File: config.mk
export PLATFORM = sky130hd
export DESIGN_NAME = frame_sequencer
export DESIGN_NICKNAME = d
export VERILOG_FILES = /design/src/rtl/pipeline_types.sv /design/src/rtl/idle_timer.sv /design/src/rtl/frame_sequencer.sv
export SDC_FILE = /design/constraint.sdc
export NUM_CORES = 1
export LEC_CHECK = 0
export ABC_CLOCK_PERIOD_IN_PS = 5300
export BUFFER_PORTS_ARGS = -buffer_cell sky130_fd_sc_hd__buf_2
export CORE_MARGIN = 4
export CORE_UTILIZATION = 55
export DETAILED_ROUTE_END_ITERATION = 8
export PLACE_DENSITY_LB_ADDON = 0.1
export SYNTH_ARGS = -nofsm -noshare
export SYNTH_HDL_FRONTEND = slang
export SYNTH_SLANG_ARGS = --single-unit
File: constraint.sdc
create_clock -name i_clk -period 5.3 [get_ports i_clk]
set_input_delay 0.53 -clock i_clk [delete_from_list [all_inputs] [get_ports i_clk]]
set_output_delay 0.53 -clock i_clk [all_outputs]
set_load 0.03 [all_outputs]
File: src/rtl/pipeline_types.sv
// Shared types for the frame sequencer: FSM state encoding and pixel/output records.
package pipeline_types;

    typedef enum logic [1:0] {
        IDLE    = 2'd0,
        RECEIVE = 2'd1,
        DRAIN   = 2'd2
    } frame_seq_state_e;

    typedef struct packed {
        logic [7:0] g;
        logic [7:0] r;
        logic [7:0] b;
    } pixel_t;

    localparam int unsigned OUTPUT_INDEX_BITS = 6;

    typedef struct packed {
        logic                         valid;
        pixel_t                       data;
        logic [OUTPUT_INDEX_BITS-1:0] index;
    } frame_seq_output_t;

endpackage

File: src/rtl/idle_timer.sv
// Counts quiet-line cycles and flags the single cycle in which the count reaches RESET_CYCLES.
module idle_timer #(
    parameter int RESET_CYCLES = 2500
) (
    input  logic i_clk,
    input  logic i_reset_n,
    input  logic i_clear,
    input  logic i_enable,
    output logic o_timeout
);

    localparam int CW = $clog2(RESET_CYCLES + 1);
    localparam logic [CW-1:0] LIMIT = CW'(RESET_CYCLES);
    localparam logic [CW-1:0] LAST  = CW'(RESET_CYCLES - 1);

    logic [CW-1:0] count;

    always_ff @(posedge i_clk or negedge i_reset_n) begin
        if (!i_reset_n) begin
            count <= '0;
        end else if (i_clear) begin
            count <= '0;
        end else if (count != LIMIT) begin
            count <= count + 1'b1;
        end
    end

    // Fires only on the step into LIMIT; a saturated count never re-fires.
    assign o_timeout = i_enable && !i_clear && (count == LAST);

endmodule

File: src/rtl/frame_sequencer.sv
// Assembles a decoded serial bit stream into pixels, hands them out over valid/ready
// and delimits frames with a line-idle timeout.
module frame_sequencer
    import pipeline_types::*;
#(
    parameter  int PIXEL_BITS   = 24,
    parameter  int MAX_PIXELS   = 64,
    parameter  int RESET_CYCLES = 2500,
    localparam int INDEX_BITS   = (MAX_PIXELS > 1) ? $clog2(MAX_PIXELS) : 1
) (
    input  logic                  i_clk,
    input  logic                  i_reset_n,
    input  logic                  i_line,
    input  logic                  i_bit_valid,
    input  logic                  i_bit,
    output logic                  o_pixel_valid,
    input  logic                  i_pixel_ready,
    output logic [PIXEL_BITS-1:0] o_pixel_data,
    output logic [INDEX_BITS-1:0] o_pixel_index,
    output logic                  o_frame_done,
    output logic                  o_frame_error,
    output logic                  o_overflow,
    output logic                  o_busy
);

    // Output handshake: a pixel moves on any cycle where o_pixel_valid && i_pixel_ready;
    // while valid is high and ready low, data and index are frozen.

    localparam int BIT_W = $clog2(PIXEL_BITS + 1);
    localparam int CNT_W = $clog2(MAX_PIXELS + 1);

    frame_seq_state_e state, state_next;

    logic [PIXEL_BITS-2:0] shift_q;
    logic [BIT_W-1:0]      bit_cnt;
    logic [CNT_W-1:0]      pix_cnt;
    logic [PIXEL_BITS-1:0] assembled;
    logic accept_bit, pixel_done, transfer, index_full, can_load;
    logic timeout, abort, drain_exit;

    idle_timer #(
        .RESET_CYCLES(RESET_CYCLES)
    ) u_idle_timer (
        .i_clk     (i_clk),
        .i_reset_n (i_reset_n),
        .i_clear   (i_line | i_bit_valid),
        .i_enable  (state == RECEIVE),
        .o_timeout (timeout)
    );

    assign accept_bit = i_bit_valid && (state != DRAIN);
    assign pixel_done = accept_bit && (bit_cnt == BIT_W'(PIXEL_BITS - 1));
    assign assembled  = {shift_q, i_bit};
    assign transfer   = o_pixel_valid && i_pixel_ready;
    // pix_cnt saturates at MAX_PIXELS, so reaching it means every later pixel is dropped.
    assign index_full = (pix_cnt == CNT_W'(MAX_PIXELS));
    assign can_load   = !index_full && (!o_pixel_valid || transfer);
    assign abort      = (state == RECEIVE) && timeout;
    assign drain_exit = (state == DRAIN) && !o_pixel_valid;
    assign o_busy     = (state != IDLE);

    always_comb begin
        state_next = state;
        case (state)
            IDLE:    if (i_bit_valid) state_next = RECEIVE;
            RECEIVE: if (abort) state_next = DRAIN;
            DRAIN:   if (!o_pixel_valid) state_next = IDLE;
            default: state_next = IDLE;
        endcase
    end

    always_ff @(posedge i_clk or negedge i_reset_n) begin
        if (!i_reset_n) begin
            state <= IDLE;
        end else begin
            state <= state_next;
        end
    end

    always_ff @(posedge i_clk or negedge i_reset_n) begin
        if (!i_reset_n) begin
            shift_q       <= '0;
            bit_cnt       <= '0;
            pix_cnt       <= '0;
            o_pixel_valid <= 1'b0;
            o_pixel_data  <= '0;
            o_pixel_index <= '0;
            o_frame_done  <= 1'b0;
            o_frame_error <= 1'b0;
            o_overflow    <= 1'b0;
        end else begin
            o_frame_done  <= drain_exit;
            o_frame_error <= abort && (bit_cnt != '0);

            if (abort || drain_exit) begin
                shift_q <= '0;
                bit_cnt <= '0;
            end else if (accept_bit) begin
                shift_q <= assembled[PIXEL_BITS-2:0];
                bit_cnt <= pixel_done ? '0 : bit_cnt + 1'b1;
            end

            // Index advances for every completed pixel, whether it is delivered or dropped.
            if (drain_exit) begin
                pix_cnt <= '0;
            end else if (pixel_done && !index_full) begin
                pix_cnt <= pix_cnt + 1'b1;
            end

            if (pixel_done && can_load) begin
                o_pixel_valid <= 1'b1;
                o_pixel_data  <= assembled;
                o_pixel_index <= pix_cnt[INDEX_BITS-1:0];
            end else if (transfer) begin
                o_pixel_valid <= 1'b0;
            end

            if (pixel_done && !can_load) begin
                o_overflow <= 1'b1;
            end
        end
    end

endmodule

==> results of run 1 <==
==> sequential cells by signal, summed over array words and instances, names as in the netlist <==
name / count
pix_cnt: 7
state: 2
o_pixel_valid: 1
u_idle_timer.count: 12
o_frame_error: 1
o_overflow: 1
o_pixel_data: 24
o_pixel_index: 6
shift_q: 23
bit_cnt: 5
o_frame_done: 1
==> where the power goes <==
part           internal, mW  switching [mW]
clock                 0.279           0.214
sequential            0.712          0.0690
combinational         0.109           0.141
total                  1.10           0.424
==> cell type report <==
type	instances	area (µm²)
clock buffer	12	145
clock inverter	4	73.8
fill	513	2330
inverter	11	41.3
multi-input combinational	222	1530
sequential	83	2080
tap	77	96.3
timing repair buffer	40	203
==> Yosys cell counts (3+ instances only) <==
master                      n
sky130_fd_sc_hd__nand3_1   10
sky130_fd_sc_hd__buf_12     3
sky130_fd_sc_hd__mux2_4    30
sky130_fd_sc_hd__nor3_1     5
sky130_fd_sc_hd__o21ai_0    7
sky130_fd_sc_hd__clkbuf_1   5
sky130_fd_sc_hd__dfrtp_1   83
sky130_fd_sc_hd__nand2_1   59
sky130_fd_sc_hd__buf_2      5
sky130_fd_sc_hd__ha_1       6
sky130_fd_sc_hd__or3_1      7
sky130_fd_sc_hd__mux2i_1    5
sky130_fd_sc_hd__nand4_1    6
sky130_fd_sc_hd__a21oi_1   33
sky130_fd_sc_hd__nand2b_1   5
sky130_fd_sc_hd__xnor2_1    5
sky130_fd_sc_hd__nor2_1    16
sky130_fd_sc_hd__and2_1     3
sky130_fd_sc_hd__inv_1     11
==> worst min-delay path by stage <==
stage | to | startpoint | cells after the start
2_1_floorplan | bit_cnt[0] | i_reset_n | 0
3_3_place_gp | o_overflow | o_overflow | 1
3_5_place_dp | o_overflow | o_overflow | 1
4_1_cts | o_pixel_index[1] | i_reset_n | 1
5_1_grt | shift_q[0] | i_bit | 3
6_report | o_pixel_index[1] | i_reset_n | 1
==> kinds of logic (layout without fill, tap and decap cells) <==
kind of cell / Yosys count / in the layout / share of synthesized area (%)
AO/OA/AOI/OAI: 44 / 44 / 6.39
XOR/XNOR: 7 / 7 / 1.63
adder cells (fa/ha/maj): 6 / 6 / 2.00
AND/OR/NAND/NOR: 130 / 130 / 17.2
multiplexers: 35 / 35 / 13.3
buffers and inverters: 26 / 67 / 4.26
flip-flops: 83 / 83 / 55.2
==> routing by layer <==
metal	GRT usage, %	vias to the layer above	part of all wire [%]
li1	-	1200	-
met2	24.9	52	45
met3	3.00	9	4.0
met4	7.14	0	1.3
met1	22.9	1204	49
met5	0	-	0
==> critical path, stage by stage, from the launching register on <==
cell                      delay (ns)
sky130_fd_sc_hd__dfrtp_1        0.41
sky130_fd_sc_hd__ha_1           0.21
sky130_fd_sc_hd__and4b_2        0.29
sky130_fd_sc_hd__and3_4         0.23
sky130_fd_sc_hd__and3_4         0.56
sky130_fd_sc_hd__mux2_4         0.35
==> flow_results.org, run 1 <==
** Outcome
- Result of the run :: complete, no violations

** Logic synthesis
- Post-synthesis instance area :: 3760 µm²
- The synthesized design devotes to its leading area cell type 55.2% of total area.
- Synthesized net count :: 343
- Flip-flop and latch count after synthesis :: 83
- Gate Count Post-Synth :: 331
- Main area contributors after synthesis :: sky130_fd_sc_hd__dfrtp_1 55%, sky130_fd_sc_hd__mux2_4 12%, sky130_fd_sc_hd__nand2_1 5.9%
- Mean Syn Cell Area :: 11.4 µm²
- sky130_fd_sc_hd__dfrtp_1 takes more of the synthesized area than any other cell.
- In this run, distinct cell masters in the synthesized netlist total 41.
- Top_reg_cell synth :: sky130_fd_sc_hd__dfrtp_1
- Post-synthesis sequential area ratio :: 55.2%
- The Yosys step of the flow raised 0 warnings.
- Of all flip-flops after synthesis, the portion carrying an async set or reset was 100%.
- EDFF count, synth :: 0

** Global route
- Wire length of the first global-routing pass :: 11100 µm
- The number of antenna violations at the first check in global routing was 0.
- The via count of the first global-routing pass was 2396.
- Global routing used 16.4% of the available tracks.
- Entering global routing, the biggest net connects 84 pins.
- Summed over all layers, the global routing overflow is 0.

** Timing
- Setup total negative slack on the finished layout was measured at 0 ns.
- Share of the clock period used by the worst path :: 41.4%
- Once routing completed, OpenROAD measured the worst setup slack at 3.11 ns.
- Minimum clock period after layout :: 2.19 ns
- Post-route clock skew :: 0.0125 ns
- The max-slew violation count is 0.
- Fin. Hold Viols :: 0
- Headroom to the max-slew limit came out at 31.4%.
- Setup repair after global routing left no endpoint under its margin.
- On the final layout, the worst hold slack is 0.338 ns.
- Maximum clock frequency :: 0.456 GHz
- Worst-Margin Slew :: 1.03 ns
- Setup violations remaining at the end of the flow were counted as 0.

** Placed design
- Once placement finished, the instance area stood at 3940 µm².
- Place WS :: 3.03 ns
- Buffers placed on the I/O ports in this run total 40.
- After legalization and detailed placement, the total HPWL measured 4040 µm.
- Cells after DPL :: 433
- At the end of routability-driven placement, the weighted congestion stood at 0.802.

** Setup path
- Last element of the critical path :: o_pixel_data[18]
- Crit path kind :: flip-flop to flip-flop
- STA classifies the critical path startpoint as a flip-flop.
- Critical R2R Launch :: bit_cnt[0]
- Worst reg2reg path endpoint :: o_pixel_data[18]
- STA classifies the critical path endpoint as a flip-flop.
- For flop-to-flop paths, the worst setup slack is 3.11 ns.
- Worst Path Required :: 5.52 ns
- Counting cells, the worst reg-to-reg path comes to 5.
- Launch point of the worst path :: bit_cnt[0]
- Data arrives at the worst endpoint at 2.42 ns.
- Crit Path Max Fanout :: 30

** Routing
- TritonRoute pass-1 iters :: 5
- Iteration-0 DRC count of the detailed router :: 111
- Summing over every cut layer, the via total after detailed routing is 2465.
- Detailed-route vias per instance :: 5.49
- In the routed design, unresolved DRC markers number 0.
- Total routed wirelength :: 6330 µm
- Dividing the detail-routed wire length by the instance count gives 14.1 µm.
- In this run the remaining antenna-violating nets after routing total 0.

** Pwr
- Across the VDD grid, the largest voltage drop is 0.196 mV.
- Power density relative to cell area :: 366 nW/µm²
- The analysis attributes to cell leakage a power of 2.02 nW.
- Total Power Consumption :: 1.52 mW

** Die
- Initial core utilization :: 57.9%
- The die is 90.7 µm tall.
- Horizontal die dimension :: 90.7 µm
- The region available for standard cell placement spans 6490 µm².
- Floorplan row count :: 29
- Top-Level Pins :: 41
- Full die area :: 8230 µm²

** Hold path
- The path class of the tightest hold or removal check is input port to async pin.

** Clock network
- The clock passes through at most 2 buffers.
- Setup repair bufs after CTS :: 0
- CTS built an H-tree with a depth of 3.
- Clock buffers created by TritonCTS :: 9
- Clock latency at the later pin of the worst-skew pair :: 0.34 ns
- After clock tree synthesis, the clock-pin slew on the worst setup and hold paths is 0.08 ns.
- Root buf cell :: sky130_fd_sc_hd__clkbuf_8
- In this run, post-CTS repair resized a total of 0 instances.
- CTS saw 83 sinks.
- Clock tree from TritonCTS :: done
- In this run, post-CTS hold repair placed 0 buffers.

** Run
- Max-cap violation count :: 0

** Layout
- Summing all non-filler instances in the final layout gives an area of 4160 µm².
- Syn-to-layout area delta :: 10.6%
- Final core occ :: 64.1%
- Share of cells above drive strength 1 :: 25.3%
- Antenna diode instance count :: 0
- Most common library cell in the layout ignoring fill and taps :: sky130_fd_sc_hd__dfrtp_1
- The top cell types in the final layout, fill and taps aside, are 83 x sky130_fd_sc_hd__dfrtp_1, 59 x sky130_fd_sc_hd__nand2_1, 39 x sky130_fd_sc_hd__buf_2.
- Final Instance Count excl. Fillers :: 449
- The final layout contains 379 nets.
Note: power is estimated with default switching activity, not from simulation.
==> inputs of run 2 (changes only) <==
--- a/config.mk
+++ b/config.mk
@@ -5,7 +5,7 @@
 export SDC_FILE = /design/constraint.sdc
 export NUM_CORES = 1
 export LEC_CHECK = 0
-export ABC_CLOCK_PERIOD_IN_PS = 5300
+export ABC_CLOCK_PERIOD_IN_PS = 2100
 export BUFFER_PORTS_ARGS = -buffer_cell sky130_fd_sc_hd__buf_2
 export CORE_MARGIN = 4
 export CORE_UTILIZATION = 55
==> constraint.sdc (replaced) <==
create_clock -name i_clk -period 2.1 [get_ports i_clk]
set_input_delay 0.21 -clock i_clk [delete_from_list [all_inputs] [get_ports i_clk]]
set_output_delay 0.21 -clock i_clk [all_outputs]
set_load 0.03 [all_outputs]
==> run 2 against run 1 <==
Cell count up 2.2%; clock power up 140%; clock skew up 0.0039 ns; wire length up 5.2%; first-iteration DRC count up 9.0%; sequential power rose to 2.5 times the previous value; highest routed layer unchanged.
==> flow_results.org, run 2 (synthesis gave the netlist of run 1 again) <==
** Timing
- Final-report max-slew violation count :: 0
- Share of the clock period used by the worst path :: 92.8%
- Maximum clock frequency :: 0.513 GHz
- Setup repair after global routing missed its margin :: no
- Number of failing setup endpoints in the final timing report :: 0
- Between clock sinks in the finished design, the worst skew comes to 0.0164 ns.
- Worst slew margin relative to its limit :: 68.2%
- The final number of hold-violating endpoints was 0.
- In the final timing run, aggregate negative setup slack is 0 ns.
- For the pin with the worst max-slew slack, the measured transition is 0.476 ns.
- The routed design could run at a clock period as short as 1.95 ns.

** Clock network
- Setup repair bufs after CTS :: 0
- Clock latency at the later pin of the worst-skew pair :: 0.35 ns
- After clock tree synthesis, the flow added hold-fix buffers numbering 1.
- TritonCTS built the clock tree.
- The H-tree was split into 3 levels.
- Clock buffers created by TritonCTS :: 9
- Clock Tree Buf Depth :: 2
- CTS sink count :: 83
- The root buffer cell chosen for the clock tree is sky130_fd_sc_hd__clkbuf_8.
- Clock slew seen by the registers of the worst setup and hold paths :: 0.09 ns
- Post-cts resize count :: 0

** Routing
- Routed wire length per instance :: 14.5 µm
- Final antenna-violating net count :: 0
- Summing over every cut layer, the via total after detailed routing is 2468.
- TritonRoute pass-1 iters :: 4
- In the routed layout, each cell is associated on average with a via count of 5.38.
- Total routed wirelength :: 6660 µm
- Iteration-0 DRC count of the detailed router :: 121
- Remaining DRCs :: 0

** Layout
- Flip-flop count of the largest register, all copies and words added :: 24
- The register with the most flip-flops in the final layout is o_pixel_data.
- Most common library cell in the layout ignoring fill and taps :: sky130_fd_sc_hd__dfrtp_1
- The library cells used most frequently in the layout, excluding fill and tap cells, are 83 x sky130_fd_sc_hd__dfrtp_1, 59 x sky130_fd_sc_hd__nand2_1, 39 x sky130_fd_sc_hd__buf_2.
- The number of antenna diodes in the final layout is 0.
- In the final layout, the share of cells above drive strength 1 is 27.5%.
- Syn-to-layout area delta :: 13.7%
- Across the whole layout, storage elements account for 2080 µm².
- Cells fill 65.8% of the core in the end.
- Top Registers :: o_pixel_data (24), shift_q (23), u_idle_timer.count (12)
- Count of fill cells added during filler insertion :: 505
- After the last flow step, the layout net total stands at 389.
- Summing all multi-input logic gate instances after layout gives 1530 µm².

** Run
- Max-cap violation count :: 0

** Global route
- Global routing consumed, over all layers together, 16.7% of the routing resources.
- The via count of the first global-routing pass was 2394.
- Initial antenna violation count :: 0
- Overall overflow remaining after global route :: 0
- Entering global routing, the biggest net connects 49 pins.
- The first global-routing pass estimated 11300 µm of wire.

** Die
- Full die area :: 8230 µm²
- Core Box Area :: 6490 µm²
- Die Ht :: 90.7 µm
- The floorplan has 29 rows.
- The die is 90.7 µm wide.
- For this design the top-level I/O count stands at 41.
- For this configuration, the core starts out at a cell density of 57.9%.

** Setup path
- STA classifies the critical path startpoint as a flip-flop.
- The cell family contributing the most delay on the critical path is simple AND/OR/NAND/NOR gates.
- At the worst endpoint, the required time is 2.33 ns.
- Cell with the largest stage delay on the worst path :: sky130_fd_sc_hd__dfrtp_1
- The startpoint identified for the worst register-to-register timing path is bit_cnt[0].
- Crit Path Max Fanout :: 18
- CP Buf/Inv Count :: 1
- Crit path kind :: flip-flop to flip-flop
- Traced cell by cell, the critical path runs through ha_1 -> and4b_2 -> and3_4 -> and3_4 -> buf_12 -> mux2_4.
- The worst setup path is captured at a flip-flop.
- In this run the worst setup path begins at bit_cnt[0].
- Data on the critical path arrives at its endpoint at 2.18 ns.
- On the worst path, the slowest cell contributes a delay of 0.40 ns.
- Most used cell along the critical path :: sky130_fd_sc_hd__and3_4

** Pwr
- In this run the power density over the cells is 894 nW/µm².
- IR analysis of the VDD net gives a maximum drop of 0.355 mV.
- The analysis attributes to cell leakage a power of 2.07 nW.
- Total Power Consumption :: 3.82 mW

** Hold path
- The startpoint identified for the worst hold timing path is i_bit.
- Worst hold path type :: input port to flip-flop

** Outcome
- Result of the run :: complete, no violations

** Placed design
- HPWL after detailed placement :: 4440 µm
- The congestion estimate from routability-driven global placement came to 0.798.
- Number of port buffers :: 40
run 2: cell types whose count changed in the layout (fill, tap and decap cells not counted), moves of 2 or more:
cell,previous run,this run
sky130_fd_sc_hd__buf_12,0,4
sky130_fd_sc_hd__buf_4,1,6
sky130_fd_sc_hd__clkbuf_1,2,0
sky130_fd_sc_hd__clkinvlp_4,0,2
sky130_fd_sc_hd__inv_6,0,3
run 2: worst paths after layout:
| check | to | depth (start not counted) | slack [ns] |
|---|---|---|---|
| setup / recovery | o_pixel_data[4] | 6 | 0.15 |
| min in group asynchronous | o_pixel_index[5] | 2 | 0.35 |
| hold / removal | shift_q[0] | 3 | 0.11 |
| hold reg to reg | o_overflow | 1 | 0.47 |
| setup reg to reg | o_pixel_data[4] | 6 | 0.15 |
| max in group asynchronous | o_pixel_data[19] | 3 | 1.13 |
run 2: report_power, final:
part	internal (mW)	total (mW)	leakage, nW	switching (mW)
Clock	0.571	1.20	0.0988	0.629
Sequential	1.80	1.97	1.12	0.173
Combinational	0.289	0.653	0.850	0.364
Total	2.66	3.82	2.07	1.17
run 2: area by class of cell:
type	instances	area share [%]
clock buffer	9	2.90
clock inverter	7	1.93
inverter	11	0.965
multi-input combinational	222	35.7
sequential	83	48.6
tap	77	2.25
timing repair buffer	50	7.72
run 2: layer usage:
metal / global-route usage [%] / share of wire [%]
met1: 23.4 / 48
met3: 3.08 / 3.6
met5: 0 / 0
met2: 25.7 / 46
met4: 6.76 / 1.4
run 2: worst register-to-register path: stages, from the launching register on:
cell and delay [ns]:
sky130_fd_sc_hd__dfrtp_1 0.40, sky130_fd_sc_hd__ha_1 0.21, sky130_fd_sc_hd__and4b_2 0.29, sky130_fd_sc_hd__and3_4 0.22
sky130_fd_sc_hd__and3_4 0.21, sky130_fd_sc_hd__buf_12 0.18, sky130_fd_sc_hd__mux2_4 0.33
run 2: through the flow:
stage / setup WS [ns] / hold WS [ns] / std cells / cell area (µm²)
3_3_place_gp: 0.226 / 0.201 / 442 / 4060
4_1_cts: 0.157 / 0.0946 / 459 / 4280
2_1_floorplan: 0.306 / -0.0856 / 331 / 3760
5_1_grt: 0.0844 / 0.0904 / 459 / 4280
3_5_place_dp: 0.170 / 0.204 / 442 / 4060
6_report: 0.152 / 0.110 / 459 / 4280
